--- src/rtl/hilo_muldiv_unit_pkg.sv ---
// Shared encodings for the EX-stage HI/LO multiply/divide unit.
// Op codes match the 2-bit op field driven by the decoder.
package hilo_muldiv_unit_pkg;

    localparam logic [1:0] OP_MULT  = 2'b00;
    localparam logic [1:0] OP_MULTU = 2'b01;
    localparam logic [1:0] OP_DIV   = 2'b10;
    localparam logic [1:0] OP_DIVU  = 2'b11;

    typedef enum logic [1:0] {
        S_IDLE = 2'b00,
        S_RUN  = 2'b01,
        S_FIX  = 2'b10
    } state_e;

endpackage

--- src/rtl/hilo_muldiv_unit.sv ---
// Iterative radix-2 MULT/MULTU/DIV/DIVU engine owning the HI/LO pair.
// Magnitudes are iterated; the sign fix-up happens in one extra cycle.
module hilo_muldiv_unit
    import hilo_muldiv_unit_pkg::*;
#(
    parameter int WIDTH = 32
) (
    input  logic             clk,
    input  logic             reset,
    input  logic             start,
    input  logic [1:0]       op,
    input  logic [WIDTH-1:0] in1,
    input  logic [WIDTH-1:0] in2,
    input  logic             mthi,
    input  logic             mtlo,
    input  logic [WIDTH-1:0] wdata,
    output logic             busy,
    output logic             done,
    output logic [WIDTH-1:0] hi,
    output logic [WIDTH-1:0] lo
);

    localparam int CW = $clog2(WIDTH) + 1;
    localparam int W2 = 2 * WIDTH;
    localparam logic [CW-1:0] LAST = CW'(WIDTH - 1);

    state_e          state_q, state_d;
    logic [CW-1:0]   cnt_q, cnt_d;
    logic [W2-1:0]   acc_q, acc_d;
    logic [WIDTH-1:0] opnd_q, opnd_d;
    logic            is_div_q, is_div_d;
    logic            neg_a_q, neg_a_d;
    logic            neg_b_q, neg_b_d;
    logic            dz_q, dz_d;
    logic [WIDTH-1:0] hi_q, hi_d;
    logic [WIDTH-1:0] lo_q, lo_d;
    logic            busy_q, busy_d;
    logic            done_q, done_d;

    logic             sgn;
    logic [WIDTH-1:0] mag1, mag2;
    logic [WIDTH:0]   mul_sum;
    logic [W2-1:0]    mul_next;
    logic [WIDTH:0]   rem_sh;
    logic [WIDTH:0]   diff;
    logic             qbit;
    logic [W2-1:0]    div_next;
    logic [W2-1:0]    prod;
    logic [WIDTH-1:0] quo, rem, q_fix, r_fix;

    // Two's-complement negate of the most negative value is still its exact
    // unsigned magnitude, so the W-bit negate covers 0x80000000 correctly.
    assign sgn  = ~op[0];
    assign mag1 = (sgn && in1[WIDTH-1]) ? -in1 : in1;
    assign mag2 = (sgn && in2[WIDTH-1]) ? -in2 : in2;

    assign mul_sum  = {1'b0, acc_q[W2-1:WIDTH]}
                    + (acc_q[0] ? {1'b0, opnd_q} : {(WIDTH+1){1'b0}});
    assign mul_next = {mul_sum, acc_q[WIDTH-1:1]};

    assign rem_sh   = {acc_q[W2-1:WIDTH], acc_q[WIDTH-1]};
    assign diff     = rem_sh - {1'b0, opnd_q};
    assign qbit     = ~diff[WIDTH];
    assign div_next = {(qbit ? diff[WIDTH-1:0] : rem_sh[WIDTH-1:0]),
                       acc_q[WIDTH-2:0], qbit};

    assign prod  = neg_a_q ? -acc_q : acc_q;
    assign quo   = acc_q[WIDTH-1:0];
    assign rem   = acc_q[W2-1:WIDTH];
    assign q_fix = neg_a_q ? -quo : quo;
    assign r_fix = neg_b_q ? -rem : rem;

    always_comb begin
        state_d  = state_q;
        cnt_d    = cnt_q;
        acc_d    = acc_q;
        opnd_d   = opnd_q;
        is_div_d = is_div_q;
        neg_a_d  = neg_a_q;
        neg_b_d  = neg_b_q;
        dz_d     = dz_q;
        hi_d     = hi_q;
        lo_d     = lo_q;
        done_d   = 1'b0;
        unique case (state_q)
            S_IDLE: begin
                if (start) begin
                    state_d  = S_RUN;
                    cnt_d    = '0;
                    is_div_d = op[1];
                    acc_d    = {{WIDTH{1'b0}}, mag1};
                    opnd_d   = mag2;
                    neg_a_d  = sgn & (in1[WIDTH-1] ^ in2[WIDTH-1]);
                    neg_b_d  = sgn & op[1] & in1[WIDTH-1];
                    dz_d     = op[1] & (in2 == '0);
                end else begin
                    if (mthi) hi_d = wdata;
                    if (mtlo) lo_d = wdata;
                end
            end
            S_RUN: begin
                acc_d = is_div_q ? div_next : mul_next;
                cnt_d = cnt_q + 1'b1;
                if (cnt_q == LAST) state_d = S_FIX;
            end
            S_FIX: begin
                state_d = S_IDLE;
                done_d  = 1'b1;
                // Divide-by-zero leaves |in1| as remainder; restoring its
                // sign reproduces the original dividend in HI.
                if (is_div_q) begin
                    hi_d = r_fix;
                    lo_d = dz_q ? {WIDTH{1'b1}} : q_fix;
                end else begin
                    hi_d = prod[W2-1:WIDTH];
                    lo_d = prod[WIDTH-1:0];
                end
            end
            default: state_d = S_IDLE;
        endcase
        busy_d = (state_d != S_IDLE);
    end

    always_ff @(posedge clk) begin
        if (reset) begin
            state_q  <= S_IDLE;
            cnt_q    <= '0;
            acc_q    <= '0;
            opnd_q   <= '0;
            is_div_q <= 1'b0;
            neg_a_q  <= 1'b0;
            neg_b_q  <= 1'b0;
            dz_q     <= 1'b0;
            hi_q     <= '0;
            lo_q     <= '0;
            busy_q   <= 1'b0;
            done_q   <= 1'b0;
        end else begin
            state_q  <= state_d;
            cnt_q    <= cnt_d;
            acc_q    <= acc_d;
            opnd_q   <= opnd_d;
            is_div_q <= is_div_d;
            neg_a_q  <= neg_a_d;
            neg_b_q  <= neg_b_d;
            dz_q     <= dz_d;
            hi_q     <= hi_d;
            lo_q     <= lo_d;
            busy_q   <= busy_d;
            done_q   <= done_d;
        end
    end

    assign busy = busy_q;
    assign done = done_q;
    assign hi   = hi_q;
    assign lo   = lo_q;

endmodule

--- config.mk ---
export PLATFORM = sky130hd
export DESIGN_NAME = hilo_muldiv_unit
export DESIGN_NICKNAME = d
export VERILOG_FILES = /design/src/rtl/hilo_muldiv_unit_pkg.sv /design/src/rtl/hilo_muldiv_unit.sv
export SDC_FILE = /design/constraint.sdc
export NUM_CORES = 1
export LEC_CHECK = 0
export CORE_MARGIN = 5
export CORE_UTILIZATION = 58
export CTS_CLUSTER_SIZE = 10
export DETAILED_ROUTE_END_ITERATION = 8
export PLACE_DENSITY = 0.83
export REMOVE_ABC_BUFFERS = 1
export SETUP_SLACK_MARGIN = 0.15
export SLEW_MARGIN = 20
export SYNTH_ARGS = -nofsm -noshare
export SYNTH_HDL_FRONTEND = slang
export SYNTH_SLANG_ARGS = --single-unit
--- constraint.sdc ---
create_clock -name clk -period 3.8 [get_ports clk]
set_input_delay 0.57 -clock clk [delete_from_list [all_inputs] [get_ports clk]]
set_output_delay 0.57 -clock clk [all_outputs]
set_load 0.02 [all_outputs]
==> flow_metrics.tcl, run 1 <==
set metrics [dict create \
    slew_headroom 0.255 \
    power_uw 5490 \
    ctsHoldBuffers 0 \
    worst-endpoint-arrival_ns 3.90 \
    cts_resized 1 \
    vias 14800 \
    power.density_mw_per_mm2 323 \
    grt_overflow 0 \
    synth_edf_count 0 \
    fin_util 0.706 \
    synthArstFlopShare 0 \
    min_to "opnd_q[0]" \
    drive_gt1_frac 0.0765 \
    yosysWarnings 0 \
    cts_setup_buffers 0 \
    startpoint_type "flop" \
    yosysUniqueCellTypes 78 \
    ys.flop_type "dfxtp_1" \
    grt_start_max_net_pins 63 \
    syn-instance-count 1819 \
    cts.sinks 174 \
    drt-initial-drc-count 1606 \
    fmax_mhz 284 \
    port_buffers 168 \
    drtAntennaViolNets 0 \
    top_layer_used "met4" \
    vias_per_cell 6.41 \
    drtPass1Iterations 6 \
    nFillCells 1988 \
    die_height_um 166 \
    gp_congestion 0.982 \
    grt_setup_unrepaired "true" \
    max-cap-violations 0 \
    ys_seq_area_frac 0.248 \
    avgSynthCellArea_um2 7.74 \
    critPathMaxFanout 17 \
    antennaDiodeCount 0 \
    crit_path_end_kind "flop" \
    path_clk_slew_ns 0.07 \
    areaGrowthSynthToFinish_pct 20.9 \
    hold_viol_final 0 \
    finalSetupViolations 0 \
    clk_path_buf_depth 2 \
    r2r_slack_ns 0.28 \
    synth-seq-cells 174 \
    cts_root_buf "clkbuf_16" \
    criticalPathCategory "reg2reg" \
    coreArea_mm2 0.0241 \
    power.leakage_uw 0.00698 \
    rows 57 \
    cts_tree "built" \
    fin_nets 2147 \
    grt_antenna_before_repair 0 \
    die-area_mm2 0.0275 \
    wl_met3_mm 3.77 \
    met1Wirelength_mm 19.9 \
    min_from "opnd_q[0]" \
    final.setup.tns_ns 0 \
    dp_hpwl_mm 35.8 \
    clk_latency_ns 0.44 \
    fin_skew_ns 0.00992 \
    whs_path_depth 2 \
    start_util 0.584 \
    synth_area_mm2 0.0141 \
    crit_required_ns 4.17 \
    min_period_ns 3.52 \
    first_global_vias 14100 \
    routedWlPerCell_um 20.3 \
    ir_drop_mv 0.240 \
    dp_cells 2278 \
    grt_pass1_wl_mm 74.8 \
    reg2reg_depth 14 \
    stdcell_count 2310 \
    regToRegEndpoint "acc_q[62]" \
    r2r-start "acc_q[0]" \
    drt_wl_total_mm 46.9 \
    status "finished, final reports clean" \
    worst_pin_slew_ns 1.11 \
    cts_buffers 17 \
    chipWidth_um 166 \
    maxSlewViolCount 0 \
    grt.total_usage 0.326 \
    cts_max_level 4 \
    hold_path_class "reg2reg" \
    ios 169 \
    period_share 0.927 \
    routed-wl-met2_mm 20.9 \
    drc 0 \
]
through the flow:
step	hold slack, ns	cell area [µm²]	setup WS (ns)
4_1_cts	0.486	17000	0.184
6_report	0.487	17000	0.278
3_5_place_dp	0.477	16400	0.0688
5_1_grt	0.510	17000	0.152
2_1_floorplan	0.442	13600	-0.498
3_3_place_gp	0.463	16400	0.177
how the worst max path moves through the flow:
| stage | from | to | slack, ns | depth (start not counted) |
|---|---|---|---|---|
| final | acc_q[0] | acc_q[62] | 0.28 | 14 |
| after global routing | acc_q[0] | acc_q[62] | 0.15 | 14 |
| after CTS | acc_q[0] | acc_q[62] | 0.18 | 14 |
| after detailed placement | in2[12] | opnd_q[30] | 0.07 | 10 |
| after global placement | in2[12] | opnd_q[28] | 0.18 | 10 |
| after floorplan | state_q[0] | dz_q | -0.50 | 5 |
power breakdown:
group / switching, µW / internal [µW]
combinational: 932 / 679
clock: 888 / 944
sequential: 116 / 1930
total: 1940 / 3550
cell type report:
class                      instances  area [µm²]  share of cell area
clock buffer                      18         429              0.0252
clock inverter                    14         166             0.00978
inverter                          59         221              0.0130
multi-input combinational       1473        9980               0.586
sequential                       174        3480               0.205
tap                              324         405              0.0238
timing repair buffer             248        2330               0.137
cell families (layout without fill, tap and decap cells):
kind of cell,after synthesis,after routing,synth area share
AOI/OAI and AO/OA,569,569,0.272
xor gates and xnor gates,158,158,0.0983
muxes,110,110,0.0784
buffers and inverters,172,339,0.0476
DFF,174,174,0.248
and+or+nand+nor,565,565,0.192
adders and majority gates,71,71,0.0642
cell usage after synthesis (all sizes together) (4+ instances only):
cell type	instances	area share
nand3	25	0.0092
o41ai	14	0.010
nand3b	6	0.0032
buf	22	0.0073
nand2	110	0.029
clkbuf	91	0.025
and3	15	0.0067
o21ai	108	0.038
a311oi	4	0.0025
o21a	14	0.0075
a22oi	16	0.0085
a21boi	6	0.0032
a31oi	10	0.0044
a211oi	100	0.053
dfxtp	174	0.25
o21bai	7	0.0037
inv	59	0.016
xnor2	68	0.042
o31ai	29	0.017
a21oi	137	0.049
a221o	7	0.0050
nor4	21	0.0098
and2	15	0.0067
a22o	5	0.0031
a21o	26	0.014
o221ai	6	0.0037
nor2	231	0.062
nand2b	17	0.0076
or2	8	0.0036
xor2	90	0.056
or4	14	0.0080
nor3	37	0.014
mux2i	108	0.077
nor2b	26	0.012
a221oi	34	0.021
and4	4	0.0025
o31a	4	0.0025
ha	69	0.061
o211ai	15	0.0080
or3	25	0.011
layer usage:
layer / GRT usage / vias to the layer above
li1: - / 7009
met1: 0.433 / 6929
met2: 0.517 / 727
met3: 0.0559 / 136
met4: 0.154 / 0
met5: 0 / -
flip-flops by register name, summed over array words and instances (netlist names), 2 cells and up:
name     cells
state_q      2
opnd_q      32
acc_q       64
cnt_q        6
hi          32
lo          32
worst max-delay path, cell delays in order (launching register included):
cell and delay, ns:
dfxtp_1 0.32, inv_1 0.15, buf_12 0.18, nor2_1 0.06
ha_1 0.28, o21ai_0 0.16, a21oi_1 0.08, o41ai_1 0.36
a21oi_1 0.24, a31oi_2 0.38, o21ai_1 0.21, o41ai_2 0.35
buf_4 0.17, mux2i_1 0.28, a32o_1 0.22
placed cells by master (no fill, tap or decap), types with 5 or more instances in the layout:
master | netlist | routed
inv_8 | 0 | 6
nor2b_1 | 25 | 24
o21ai_0 | 108 | 107
and2_1 | 15 | 14
nor2_1 | 230 | 228
nand2b_1 | 17 | 16
o21a_1 | 14 | 14
a221oi_1 | 34 | 34
xnor2_1 | 68 | 68
a221o_1 | 7 | 7
nand3_1 | 24 | 24
and3_1 | 15 | 15
mux2i_1 | 108 | 108
a21oi_1 | 136 | 134
nor4_1 | 20 | 20
a21o_1 | 26 | 26
clkbuf_16 | 0 | 17
o21bai_1 | 7 | 7
a31oi_1 | 10 | 9
o221ai_1 | 6 | 6
xor2_1 | 90 | 90
or2_2 | 8 | 8
buf_4 | 0 | 77
clkinv_4 | 0 | 5
nand2_1 | 110 | 108
nor3_1 | 36 | 34
dfxtp_1 | 174 | 173
nand3b_1 | 6 | 6
a22oi_1 | 16 | 16
o31ai_1 | 27 | 27
ha_1 | 69 | 69
or3_1 | 25 | 25
a21boi_0 | 5 | 5
o211ai_1 | 15 | 15
inv_1 | 59 | 59
o41ai_1 | 11 | 10
clkdlybuf4s50_1 | 0 | 167
a22o_1 | 5 | 5
a211oi_1 | 100 | 100
or4_1 | 12 | 12
No activity file was read; power rests on OpenSTA's default activity.
==> run 2, diff against run 1 <==
--- a/config.mk
+++ b/config.mk
@@ -8,6 +8,7 @@
 export CORE_MARGIN = 5
-export CORE_UTILIZATION = 58
+export CORE_UTILIZATION = 65
 export CTS_CLUSTER_SIZE = 10
 export DETAILED_ROUTE_END_ITERATION = 8
-export PLACE_DENSITY = 0.83
+export DONT_BUFFER_PORTS = 1
+export PLACE_DENSITY = 0.81
 export REMOVE_ABC_BUFFERS = 1
--- a/constraint.sdc
+++ b/constraint.sdc
@@ -3,2 +3,2 @@
 set_output_delay 0.57 -clock clk [all_outputs]
-set_load 0.02 [all_outputs]
+set_load 0.01 [all_outputs]
==> run 2 against run 1 <==
Effect of this change:
- hold slack lost 0.29 ns
- clock power is 2% lower
- critical path type unchanged
- total power shrank 5.4%
- non-clock buffer count fell by 192
- first-iteration DRC count shrank 0.56%
- sequential cell count unchanged
- clock-buffer cell count stayed put
- final area fell by 12%
==> flow_metrics.tcl, run 2 (synthesized netlist as in run 1, its figures left out) <==
set metrics [dict create \
    hold_path_class "in2reg" \
    drt_wl_total_mm 44.7 \
    die_height_um 157 \
    grt.total_usage 0.347 \
    stdcell_count 2069 \
    finalSetupViolations 0 \
    ios 169 \
    grt_setup_unrepaired "true" \
    fin_skew_ns 0.0150 \
    ir_drop_mv 0.279 \
    maxSlewViolCount 0 \
    power.density_mw_per_mm2 345 \
    dp_hpwl_mm 33.5 \
    min_period_ns 3.53 \
    chipWidth_um 157 \
    slew_headroom 0.266 \
    gp_congestion 1.02 \
    worst_pin_slew_ns 1.10 \
    cp_common_cell "nand2_1" \
    nFillCells 1805 \
    dp_cells 2033 \
    die-area_mm2 0.0247 \
    cts.sinks 174 \
    cts_max_level 4 \
    path_clk_slew_ns 0.08 \
    path_cells "inv_1, ha_1, or4b_2, nor4_1, nand2_1, nor3_1, nand2_1, nand3_1, o21ai_0, or4_1, and3_1" \
    clk_latency_ns 0.45 \
    routedWlPerCell_um 21.6 \
    fin_nets 1955 \
    fmax_mhz 283 \
    rows 53 \
    cts_buffers 17 \
    crit_path_end_kind "flop" \
    worst-endpoint-arrival_ns 3.88 \
    largest_register_ffs 64 \
    cpPeakStageDelay_ns 0.67 \
    crit_slowest_cell "or4b_2" \
    ctsHoldBuffers 0 \
    antennaDiodeCount 0 \
    coreArea_mm2 0.0212 \
    drive_gt1_frac 0.0708 \
    regMostFlops "acc_q" \
    vias 14000 \
    crit_required_ns 4.14 \
    criticalPathCategory "reg2reg" \
    drtPass1Iterations 5 \
    grt_antenna_before_repair 0 \
    layout_common_cells "nor2_1 (228), dfxtp_1 (173), a21oi_1 (135)" \
    cts_tree "built" \
    period_share 0.930 \
    port_buffers 0 \
    hold_viol_final 0 \
    start_util 0.665 \
    startpoint_type "flop" \
    final.setup.tns_ns 0 \
    vias_per_cell 6.77 \
    drtAntennaViolNets 0 \
    power_uw 5190 \
    areaGrowthSynthToFinish_pct 6.92 \
    cts_root_buf "clkbuf_16" \
    max-cap-violations 0 \
    power.leakage_uw 0.00619 \
    first_global_vias 13100 \
    grt_pass1_wl_mm 69.5 \
    clk_path_buf_depth 2 \
    drc 0 \
    grt_start_max_net_pins 146 \
    status "finished, final reports clean" \
    critPathMaxFanout 8 \
    drt-initial-drc-count 1597 \
    grt_overflow 0 \
    layout_commonest_cell "nor2_1" \
]
-- run 2: final timing paths --
check                  from          to  slack (ns)  cells past startpoint
setup / recovery  acc_q[33]      hi[22]        0.27                     11
hold reg to reg    cnt_q[5]    cnt_q[5]        0.49                      1
hold / removal        reset  opnd_q[11]        0.20                      1
setup reg to reg  acc_q[33]      hi[22]        0.27                     11
-- run 2: repair_timing --
action	in CTS	in global routing
setup buffers	0	4
hold endpoints to repair	0	0
resized for setup	0	4
setup endpoints to repair	0	9
-- run 2: cell type report --
cell class / instances / area [µm²] / area share
Clock buffer: 18 / 439 / 0.0292
Clock inverter: 14 / 145 / 0.00965
Multi-Input combinational cell: 1473 / 9970 / 0.663
Timing Repair Buffer: 56 / 433 / 0.0288
Tap cell: 275 / 344 / 0.0229
Sequential cell: 174 / 3480 / 0.232
Inverter: 59 / 225 / 0.0150
-- run 2: critical path: cells and delay by family, from the launching register on --
family | cells | cell delay, ns
compound gates | 1 | 0.11
simple gates | 8 | 2.51
flops | 1 | 0.42
fa+ha+maj | 1 | 0.22
buf+inv | 1 | 0.18
-- run 2: routing by layer --
| layer | up-vias | GRT usage | part of all wire |
|---|---|---|---|
| met5 | - | 0 | 0 |
| met1 | 6557 | 0.456 | 0.40 |
| met3 | 120 | 0.0566 | 0.098 |
| met4 | 0 | 0.130 | 0.038 |
| met2 | 726 | 0.576 | 0.46 |
| li1 | 6605 | - | - |
-- run 2: power by group --
part / internal (µW) / leakage (µW) / switching [µW] / total [µW]
logic: 529 / 0.00449 / 809 / 1340
registers: 1930 / 0.00142 / 136 / 2070
clock network: 893 / 0.000281 / 894 / 1790
-- run 2: through the flow --
stage / hold WS (ns) / util / cell area, µm² / setup WS (ns)
finish: 0.201 / 0.711 / 15000 / 0.266
global route: 0.186 / 0.711 / 15000 / 0.0712
CTS: 0.191 / 0.709 / 15000 / 0.272
detailed placement: 0.471 / 0.681 / 14400 / 0.305
global placement: 0.465 / 0.681 / 14400 / 0.346
floorplan: 0.442 / - / 13600 / -0.498
==> edit (config.mk and constraints of run 2) <==
Compare `cnt_q` against `LAST` with >= in place of ==.
--- a/src/rtl/hilo_muldiv_unit.sv
+++ b/src/rtl/hilo_muldiv_unit.sv
@@ -103,3 +103,3 @@
                 cnt_d = cnt_q + 1'b1;
-                if (cnt_q == LAST) state_d = S_FIX;
+                if (cnt_q >= LAST) state_d = S_FIX;
             end
Function: same outputs for any inputs over 4 cycles, from zero or initial values and one cycle with reset high; that may be too few to reach the edited logic, so the function may still have changed.
==> edit against run 2 <==
  * Final area decreased by 1.4%
  * Cell count is 2.5% lower
  * Via count decreased by 3.4%
  * Power decreased by 0.33%
  * Worst setup slack better by 0.041 ns
  * Area after synthesis is 1.7% lower
  * Critical path depth is 1 higher
  * Sequential cell count did not move
  * Routed wire length shrank 6.1%
  * Worst hold slack improved by 0.011 ns
  * Global-route usage shrank 1.1 points
  * Utilization shrank 0.58 points
  * First-iteration DRC count shrank 24%
  * Critical path type unchanged
  * Largest power group unchanged
  * Highest routed layer unchanged
==> edit: results (changes against run 2) <==
STA
  • TNS Setup: 0 ns (unchanged)
  • Period utilization: 0.9192 (-0.01072)
  • Slew headroom: 0.2851 (+0.01887)
  • Clock Skews: 0.01449 ns (-0.0005575 ns)

Logic synthesis
  • Post-synth top cells: nor2_1 (193), dfxtp_1 (174), nand2_1 (150), a21oi_1 (123), mux2i_1 (114)
  • Sequential fraction of the synthesis area: 0.2518 (+0.004209)
  • Top cells by area, synth: dfxtp_1 (25%), mux2i_1 (8.2%), ha_1 (6.2%)
  • Post-synth ARST share: 0 (unchanged)
  • Unique masters post-synth: 80 (+2.6%)

Route
  • Met3 wire length: 4.517 mm (+3.0%)
  • M1 wire length: 17.05 mm (-5.6%)
  • Met2 WL: 18.91 mm (-8.2%)
  • Via count: 13,540 (-3.4%)
  • Pre-Repair DR Iteration Count: 6 (+1)
  • First DRT Iteration DRCs: 1,216 (-24%)
  • Drt wl/cell: 20.84 um (-3.6%)

Power
  • Max IR drop VDD: 0.2465 mV (-12%)
  • Switching share of power: 0.3503 (-0.003913)
  • Pleak: 6.013 nW (-2.9%)

Global route
  • Initial antenna violation count: 0 (unchanged)
  • Vias in the first global route: 13,010 (-0.54%)
  • Largest net degree at the start of global routing: 145 (-0.68%)
  • First-pass GRT wire length: 67.32 mm (-3.1%)
  • Grt met3 use: 0.07323 (+0.01659)
  • GR Layer Usage met2: 0.5371 (-0.03919)
  • Total GRT Usage: 0.3362 (-0.01088)
  • Met1 Use GR: 0.4439 (-0.01219)

Layout
  • Share of layout cells above drive strength 1: 0.06716 (-0.003627)
  • Max reg flops: 64 (unchanged)
  • Fillers: 1,691 (-6.3%)
  • Final core utilization: 0.7054 (-0.005751)
  • Biggest register: acc_q
  • Layout Nets: 1,903 (-2.7%)

Worst setup path
  • Crit path max-delay cell type: fa_1
  • CP max stage delay: 0.42 ns (-0.25 ns)
  • Critical Path AT: 3.81 ns (-0.07 ns)
  • Top Family by Delay on Critical Path: compound AO/OA/AOI/OAI gates
  • Maximum fanout along the worst path: 17 (+9)

Clock network
  • Clk pin slew, worst setup/hold paths: 0.08 ns (about the same)
  • CTS H-tree lvls: 4 (unchanged)
  • Clock Latency Late Sink: 0.44 ns
  • Root buf cell: clkbuf_16
  • Num CTS Buffers: 17 (unchanged)

Placement
  • # port buffers: 0 (unchanged)
  • Dpl cell area: 14,160 um^2 (-1.7%)
  • Placer congestion estimate: 0.9509 (-7.1%)
  • Hpwl dp: 30.69 mm (-8.5%)

Hold path
  • HP Class: input port to flip-flop

Run status
  • Status: completed
## edit: cell type report
class                   count  area share
well taps                 275     0.02320
flip-flops and latches    174      0.2350
inverters                  58     0.01468
multi-input cells        1433      0.6602
repair buffers             45     0.02649
clock buffers              17     0.02869
clock inverters            15     0.01173
## edit: worst paths after layout
check,from,end,depth (start not counted)
setup / recovery,acc_q[31]$_SDFFE_PP0P_,acc_q[43]$_SDFFE_PP0P_,12
hold / removal,reset,opnd_q[6]$_SDFFE_PP0P_,1
setup reg to reg,acc_q[31]$_SDFFE_PP0P_,acc_q[43]$_SDFFE_PP0P_,12
hold reg to reg,opnd_q[31]$_SDFFE_PP0P_,opnd_q[31]$_SDFFE_PP0P_,2
## edit: through the flow
step | hold slack (ns) | instances
final | 0.2122 | 2017
after global routing | 0.1947 | 2017
after CTS | 0.2053 | 2015
after detailed placement | 0.4417 | 1983
after global placement | 0.4352 | 1983
after floorplan | 0.4258 | 1665
## edit: repair_timing
action                     CTS  global route
gates resized for setup      0             5
setup endpoints to repair    0             5
setup buffers                0             1
## edit: cells by family (layout without fill, tap and decap cells)
| group | count (synthesis) | in the layout | synth area share |
|---|---|---|---|
| flip-flops | 174 | 174 | 0.2518 |
| XOR/XNOR | 161 | 161 | 0.1019 |
| AO/OA/AOI/OAI | 532 | 532 | 0.2611 |
| AND/OR/NAND/NOR | 551 | 551 | 0.1884 |
| adder cells (fa/ha/maj) | 71 | 71 | 0.06529 |
| multiplexers | 118 | 118 | 0.08573 |
| buffers and inverters | 166 | 135 | 0.04585 |
## edit: power by group through the flow
stage                     Sequential (mW)  Combinational (mW)  Clock [mW]
after floorplan                      2.09               0.944           0
after CTS                            2.08                1.26        1.79
final                                2.08                1.29        1.80
after global placement               2.12                1.22           0
after detailed placement             2.12                1.24           0
after global routing                 2.10                1.42        1.88
